--- src/rtl/note_sequencer.sv ---
// note_sequencer: mmap bus initiator that plays one note per command.
// Define NOTE_SEQ_TIMEOUT_EN to bound NOTE_FINISHED polling by POLL_TIMEOUT.
module note_sequencer #(
  parameter int POLL_TIMEOUT = 65535
) (
  input  logic        clk,
  input  logic        rst,
  input  logic        cmd_valid,
  output logic        cmd_ready,
  input  logic [23:0] cmd_fcw,
  input  logic [15:0] cmd_hold,
  input  logic        abort,
  output logic        en,
  output logic [15:0] addr,
  output logic [2:0]  MMap_Sel,
  output logic [31:0] data,
  input  logic [31:0] MMap_dout,
  output logic        busy,
  output logic        timeout_err,
  output logic [15:0] notes_done
);

  typedef enum logic [2:0] {
    IDLE,
    WR_FCW,
    WR_START,
    HOLD,
    WR_REL,
    POLL_ISSUE,
    POLL_WAIT,
    WR_RST
  } state_t;

  localparam logic [2:0] SEL_LOAD  = 3'd1;
  localparam logic [2:0] SEL_STORE = 3'd2;
  localparam logic [2:0] SEL_IDLE  = 3'd6;

  state_t      state;
  logic [23:0] fcw_q;
  logic [15:0] hold_q;
  logic [15:0] hold_cnt;
  logic [15:0] done_q;
  logic        finished;
  logic        abortable;

  assign finished  = MMap_dout[0];
  assign abortable = (state != IDLE) && (state != WR_RST);

`ifdef NOTE_SEQ_TIMEOUT_EN
  logic [15:0] poll_cnt;
  logic [16:0] poll_nxt;
  logic        to_q;
  logic [31:0] unused_dout;

  assign poll_nxt    = {1'b0, poll_cnt} + 17'd1;
  assign timeout_err = to_q;
  assign unused_dout = {MMap_dout[31:1], 1'b0};
`else
  logic [31:0] unused_dout;
  localparam int unused_poll_timeout = POLL_TIMEOUT;

  assign timeout_err = 1'b0;
  assign unused_dout = {MMap_dout[31:1], 1'b0};
`endif

  always_ff @(posedge clk) begin
    if (rst) begin
      state    <= IDLE;
      fcw_q    <= '0;
      hold_q   <= '0;
      hold_cnt <= '0;
      done_q   <= '0;
`ifdef NOTE_SEQ_TIMEOUT_EN
      poll_cnt <= '0;
      to_q     <= 1'b0;
`endif
    end else begin
      unique case (state)
        IDLE: begin
          if (cmd_valid) begin
            fcw_q  <= cmd_fcw;
            hold_q <= cmd_hold;
            state  <= WR_FCW;
          end
        end
        WR_FCW: state <= WR_START;
        WR_START: begin
          hold_cnt <= hold_q;
          state    <= (hold_q == 16'd0) ? WR_REL : HOLD;
        end
        HOLD: begin
          hold_cnt <= hold_cnt - 16'd1;
          if (hold_cnt == 16'd1)
            state <= WR_REL;
        end
        WR_REL: begin
`ifdef NOTE_SEQ_TIMEOUT_EN
          poll_cnt <= '0;
`endif
          state <= POLL_ISSUE;
        end
        POLL_ISSUE: begin
`ifdef NOTE_SEQ_TIMEOUT_EN
          poll_cnt <= poll_nxt[15:0];
`endif
          state <= POLL_WAIT;
        end
        POLL_WAIT: begin
`ifdef NOTE_SEQ_TIMEOUT_EN
          poll_cnt <= poll_nxt[15:0];
`endif
          if (finished) begin
            done_q <= done_q + 16'd1;
            state  <= WR_RST;
`ifdef NOTE_SEQ_TIMEOUT_EN
          end else if (poll_nxt >= 17'(POLL_TIMEOUT)) begin
            to_q  <= 1'b1;
            state <= WR_RST;
`endif
          end else begin
            state <= POLL_ISSUE;
          end
        end
        WR_RST: state <= IDLE;
        default: state <= IDLE;
      endcase
      // abort beats every other transition, including a same-cycle finish
      if (abort && abortable) begin
        state  <= WR_RST;
        done_q <= done_q;
`ifdef NOTE_SEQ_TIMEOUT_EN
        to_q   <= to_q;
`endif
      end
    end
  end

  always_comb begin
    en       = 1'b0;
    addr     = 16'h0000;
    MMap_Sel = SEL_IDLE;
    data     = 32'h0;
    unique case (state)
      WR_FCW: begin
        en       = 1'b1;
        addr     = 16'h1000;
        MMap_Sel = SEL_STORE;
        data     = {8'h0, fcw_q};
      end
      WR_START: begin
        en       = 1'b1;
        addr     = 16'h1004;
        MMap_Sel = SEL_STORE;
      end
      WR_REL: begin
        en       = 1'b1;
        addr     = 16'h1008;
        MMap_Sel = SEL_STORE;
      end
      POLL_ISSUE: begin
        en       = 1'b1;
        addr     = 16'h100c;
        MMap_Sel = SEL_LOAD;
      end
      WR_RST: begin
        en       = 1'b1;
        addr     = 16'h1010;
        MMap_Sel = SEL_STORE;
      end
      default: ;
    endcase
  end

  assign cmd_ready  = (state == IDLE);
  assign busy       = (state != IDLE);
  assign notes_done = done_q;

endmodule

--- config.mk ---
export PLATFORM = sky130hd
export DESIGN_NAME = note_sequencer
export DESIGN_NICKNAME = d
export VERILOG_FILES = /design/src/rtl/note_sequencer.sv
export SDC_FILE = /design/constraint.sdc
export NUM_CORES = 1
export LEC_CHECK = 0
export CORE_ASPECT_RATIO = 0.7
export CORE_MARGIN = 10
export CORE_UTILIZATION = 40
export CTS_CLUSTER_SIZE = 25
export DETAILED_ROUTE_END_ITERATION = 10
export HOLD_SLACK_MARGIN = 0.05
export PLACE_DENSITY = 0.82
export RECOVER_POWER = 25
export SLEW_MARGIN = 20
export SYNTH_ARGS = -nofsm -noshare
export SYNTH_HDL_FRONTEND = slang
export SYNTH_SLANG_ARGS = --single-unit
--- constraint.sdc ---
create_clock -name clk -period 1.8 [get_ports clk]
set_input_delay 0.45 -clock clk [delete_from_list [all_inputs] [get_ports clk]]
set_output_delay 0.45 -clock clk [all_outputs]
set_load 0.05 [all_outputs]
==> results.ini, run 1 <==
[min_path]
min_path_type=reg -> reg
hold_end=fcw_q[11]
whs_path_depth=2
hp-start=fcw_q[11]

[timing]
hold_viol=0
finalMaxSlewViolations=0
hold_slack_ns=0.455
max_slew_margin_pct=55.9
fin_skew_ns=0.00578
fmax_ghz=0.490
setup_slack_ns=-0.242
worst_pin_slew_ns=0.661
setup_tns_ns=-6.53
setup_viol=42
rsz0062_at_grt=true
finalCriticalPeriod_ns=2.04
finalCritPeriodShare_pct=113

[floorplan]
die-area_um2=13700
placementRows=29
die-height_um=101
start_util_pct=41.2
chipWidth_um=136
core_um2=9110
io_pins=147

[layout]
layout_commonest_cell=nand2_1
stdcell_count=738
fin_util_pct=65.6
drive_gt1_share_pct=30.1
n_antenna_cell=0
mostFrequentLayoutCells=96 x nand2_1, 64 x dfxtp_1, 59 x a21oi_1
area_growth_pct=59.2
finalInstanceArea_um2=5970
fin_nets=689
n_fill_cell=762

[yosys]
synthArstFlopShare_pct=0
ys_ff_latch=75
synth_cells=488
synth_edf_count=0
yosys_most_used_dff=dfxtp_1
synth_top_cell_by_area=dfxtp_1
synth.avg_cell_area_um2=7.69
synthTopCellsByArea=dfxtp_1 40%, nand2_1 10%, a21oi_1 8.5%, and2_1 4.5%, buf_4 4.2%
yosysSeqAreaShare_pct=40.0
synth_top_area_share_pct=40.0
netlist_area_um2=3750
yosysUniqueCellTypes=47
yosysWarnings=0

[pwr]
pwr-share-seq_pct=26.9
clkPwrFrac_pct=22.8
switching_share_pct=39.9
switching_power_w=0.00316
p_comb_share_pct=50.2
pwr_density_cell_nw_per_um2=1320
leakage_nw=2.33
power.internal_w=0.00475
ir_drop_mv=0.761

[flow_run]
drv_cap=0

[worst_setup_path]
start_kind=flip-flop
reg2reg_slack_ns=-0.15
rr_endpoint=notes_done[14]
crit_chain=fa_2 -> and2_4 -> buf_8
slowest_delay_ns=0.59
critPathMaxFanout=5
rr_worst_depth=7
crit_path_end_kind=primary output
critPathKind=reg -> out
arrival_ns=1.59
slowest_stage=fa_2
required_ns=1.35
reg2reg_from=state[1]

[clocking]
postCtsHoldBufs=0
numClockSinks=75
cts_buffer_depth=2
cts_made_buffers=9
clkLatencyLatePin_ns=0.34
clkSlewWorstSetupHoldPaths_ns=0.06
cts-root-buf=clkbuf_16
cts_tree=done
htree_levels=3

[global_routing]
grtUsageTotal_pct=17.4
grt_pass1_vias=3919
gr-total-overflow=0
antenna_found_initial=0
grt_max_degree=31
grt_pass1_wl_mm=19.5

[detailed_routing]
wl_per_cell_um=17.1
drtIter0Drc=262
vias=3955
firstDrtPassIters=5
via_per_inst=5.36
drc=0
routed_wl_mm=12.6
ant_nets=0

[placed_design]
place_congestion=0.855
port_buffers=94
placed_area_um2=5410
dpl.cell_count=714
post-dp-hpwl_mm=9.10

[outcome]
status=finished with violations
violations=negative setup slack

-- through the flow --
step / total power [W] / setup WS [ns]
2_1_floorplan: 0.00431 / -0.0964
3_3_place_gp: 0.00560 / -0.486
3_5_place_dp: 0.00570 / -0.622
4_1_cts: 0.00778 / -0.256
5_1_grt: 0.00830 / -0.280
6_report: 0.00791 / -0.242
-- cell usage after synthesis, drive strengths merged, types with 7 or more instances --
cell type	n
nor4	9
clkbuf	28
a21oi	64
xnor2	10
nand2	100
and2	27
buf	22
nor2	29
nand2b	9
dfxtp	75
inv	7
o21ai	10
or3	9
nor3	12
-- routing by layer --
| layer | wire [µm] | part of all wire, % | GRT usage, % | up-vias |
|---|---|---|---|---|
| met3 | 1420 | 11 | 8.72 | 17 |
| met2 | 6190 | 49 | 28.6 | 171 |
| li1 | - | - | - | 1891 |
| met4 | 150 | 1.2 | 4.87 | 0 |
| met1 | 4880 | 39 | 19.4 | 1876 |
| met5 | 0 | 0 | 0 | - |
-- critical path, delay by kind of cell, from the launching register on --
kind,cells,cell delay [ns]
adder cells (fa/ha/maj),1,0.59
buffers and inverters,1,0.14
flip-flops,1,0.37
AND/OR/NAND/NOR,1,0.15
-- registers in the layout, indices dropped and copies added (netlist names) --
name        cells
fcw_q          24
hold_cnt       16
hold_q         16
notes_done     16
state           3
-- power by group through the flow --
stage          registers, W  clock network, W  logic [W]
2_1_floorplan       0.00211                 0    0.00221
3_3_place_gp        0.00213                 0    0.00347
3_5_place_dp        0.00216                 0    0.00354
4_1_cts             0.00212           0.00183    0.00383
5_1_grt             0.00216           0.00190    0.00424
6_report            0.00213           0.00181    0.00397
-- cell type report --
cell class	count	area, µm²	share of cell area (%)
multi-input cells	376	2350	39.4
repair buffers	140	1600	26.7
flip-flops and latches	75	1540	25.8
clock buffers	10	229	3.83
well taps	124	155	2.60
clock inverters	6	63.8	1.07
inverters	7	32.5	0.545
-- worst max-delay path by stage --
stage / start / endpoint / slack (ns) / cells after the start
after floorplan: state[0] / addr[12] / -0.1 / 6
after global placement: MMap_dout[0] / notes_done[12] / -0.49 / 6
after detailed placement: MMap_dout[0] / notes_done[14] / -0.62 / 6
after CTS: state[1] / MMap_Sel[2] / -0.26 / 4
after global routing: state[1] / MMap_Sel[1] / -0.28 / 5
final: state[0] / MMap_Sel[2] / -0.24 / 3
-- what timing repair did --
| item | in CTS | in global routing |
|---|---|---|
| setup buffers | 5 | 3 |
| endpoints found under the setup margin | 43 | 46 |
| pin swaps | 8 | 8 |
| gates resized for setup | 34 | 27 |
-- cells by family after synthesis --
group	after synthesis	share of synthesized area, %
and+or+nand+nor	235	31.2
xor gates and xnor gates	10	2.33
AOI/OAI and AO/OA	106	17.0
adders and majority gates	4	1.53
buffers and inverters	57	7.81
other	1	0.100
DFF	75	40.0
Note: power is estimated with default switching activity, not from simulation.
==> run 2: changes to the inputs <==
- SKIP_CTS_REPAIR_TIMING: unset -> 1
==> results.ini, run 2 (same netlist as run 1, synthesis figures left out) <==
[worst_setup_path]
slowest_stage=fa_2
slowest_delay_ns=0.55  ; -0.04 ns
arrival_ns=1.62  ; +0.03 ns
crit_path_end_kind=primary output
critPathKind=reg -> out
required_ns=1.35  ; about the same
start_kind=flip-flop
critPathMaxFanout=6  ; +1
crit_chain=inv_4 -> fa_2 -> and2_4 -> buf_8

[floorplan]
placementRows=29  ; unchanged
core_um2=9110  ; unchanged
start_util_pct=41.2  ; unchanged
die-height_um=101  ; unchanged
chipWidth_um=136  ; unchanged
die-area_um2=13700  ; unchanged
io_pins=147  ; unchanged

[timing]
fmax_ghz=0.483  ; -1.4%
finalCritPeriodShare_pct=115  ; +1.6 points
max_slew_margin_pct=66.2  ; +10 points
fin_skew_ns=0.00569  ; -0.0000954 ns
rsz0062_at_grt=true
hold_slack_ns=0.454  ; -0.00143 ns
finalMaxSlewViolations=0  ; unchanged
finalCriticalPeriod_ns=2.07  ; +0.0284 ns
setup_viol=35  ; -17%
setup_slack_ns=-0.270  ; -0.0284 ns
hold_viol=0  ; unchanged
worst_pin_slew_ns=0.506  ; -0.155 ns

[layout]
top_register=fcw_q
stdcell_count=738  ; unchanged
layout_commonest_cell=nand2_1
area_growth_pct=59.2  ; about the same
drive_gt1_share_pct=30.0  ; -0.16 points
n_fill_cell=757  ; -0.66%
n_antenna_cell=0  ; unchanged
mostFrequentLayoutCells=96 x nand2_1, 64 x dfxtp_1, 59 x a21oi_1
fin_nets=689  ; unchanged
largest_register_ffs=24  ; unchanged

[detailed_routing]
drtIter0Drc=270  ; +3.1%
wl_per_cell_um=16.9  ; -1.5%
firstDrtPassIters=5  ; unchanged
drc=0  ; unchanged
via_per_inst=5.32  ; -0.81%
met1Wirelength_mm=4.98  ; +2.0%
wl_met2_mm=6.01  ; -3.0%
ant_nets=0  ; unchanged
wl_met3_mm=1.35  ; -5.0%
top_layer_used=met4
routed_wl_mm=12.5  ; -1.5%
vias=3923  ; -0.81%

[clocking]
clkLatencyLatePin_ns=0.34  ; about the same
cts-root-buf=clkbuf_16
cts_buffer_depth=2  ; unchanged
htree_levels=3  ; unchanged
cts_tree=done
cts_made_buffers=9  ; unchanged
numClockSinks=75  ; unchanged
clkSlewWorstSetupHoldPaths_ns=0.06  ; about the same

[placed_design]
place_congestion=0.855  ; unchanged
dpl.cell_count=714  ; unchanged
port_buffers=94  ; unchanged
post-place-ws_ns=-0.622  ; unchanged
post-dp-hpwl_mm=9.10  ; unchanged

[global_routing]
grtUsageTotal_pct=16.8  ; -0.60 points
grt_max_degree=31  ; unchanged
gr-total-overflow=0  ; unchanged
antenna_found_initial=0  ; unchanged
grt_pass1_vias=3783  ; -3.5%
grt_pass1_wl_mm=18.9  ; -3.4%

[pwr]
ir_drop_mv=0.761  ; +0.11%
leakage_nw=2.33  ; -0.37%
pwr_density_cell_nw_per_um2=1330  ; +0.17%
p_total_w=0.00792  ; +0.13%

[flow_run]
drv_cap=0  ; unchanged

[outcome]
violations=negative setup slack
status=finished with violations

[min_path]
min_path_type=reg -> reg

-- run 2: cell types whose count changed in the layout (fill, tap and decap cells not counted), sizes merged --
| cell | before | now |
|---|---|---|
| dlymetal6s2s | 0 | 2 |
| clkbuf | 24 | 13 |
| buf | 83 | 94 |
| dlygate4sd2 | 2 | 0 |
-- run 2: final cells by class --
cell class | count | area (µm²) | share of cell area (%)
repair buffers | 140 | 1660 | 27.8
inverters | 7 | 32.5 | 0.545
clock buffers | 10 | 229 | 3.83
well taps | 124 | 155 | 2.60
flip-flops and latches | 75 | 1540 | 25.8
multi-input cells | 376 | 2290 | 38.3
clock inverters | 6 | 63.8 | 1.07
-- run 2: layer usage --
layer | track usage [%] | vias up
met5 | 0 | -
met4 | 4.37 | 0
met3 | 8.76 | 20
met2 | 27.1 | 181
met1 | 19.1 | 1829
li1 | - | 1893
-- run 2: final timing paths --
check	from	slack, ns	end	cells after the start
setup / recovery	state[1]	-0.27	MMap_Sel[2]	4
hold / removal	fcw_q[1]	0.45	fcw_q[1]	2
setup reg to reg	state[1]	-0.06	notes_done[14]	6
hold reg to reg	fcw_q[1]	0.45	fcw_q[1]	2
-- run 2: power by group --
part	internal [W]	leakage [nW]	switching, W
logic	0.00178	1.56	0.00219
clock network	0.00108	0.147	0.000729
registers	0.00191	0.618	0.000236
-- run 2: critical path, delay by kind of cell (launching register included) --
| kind | cells | cell delay [ns] |
|---|---|---|
| and+or+nand+nor | 1 | 0.15 |
| buffers and inverters | 2 | 0.19 |
| DFF | 1 | 0.40 |
| adders and majority gates | 1 | 0.55 |
-- run 2: per-stage QoR --
step	utilization [%]	TNS, ns	cell area (µm²)
6_report	65.6	-5.57	5970
3_5_place_dp	59.4	-5.19	5410
3_3_place_gp	59.4	-3.59	5410
5_1_grt	65.6	-7.73	5970
4_1_cts	62.6	-9.74	5700
2_1_floorplan	-	-0.281	4010
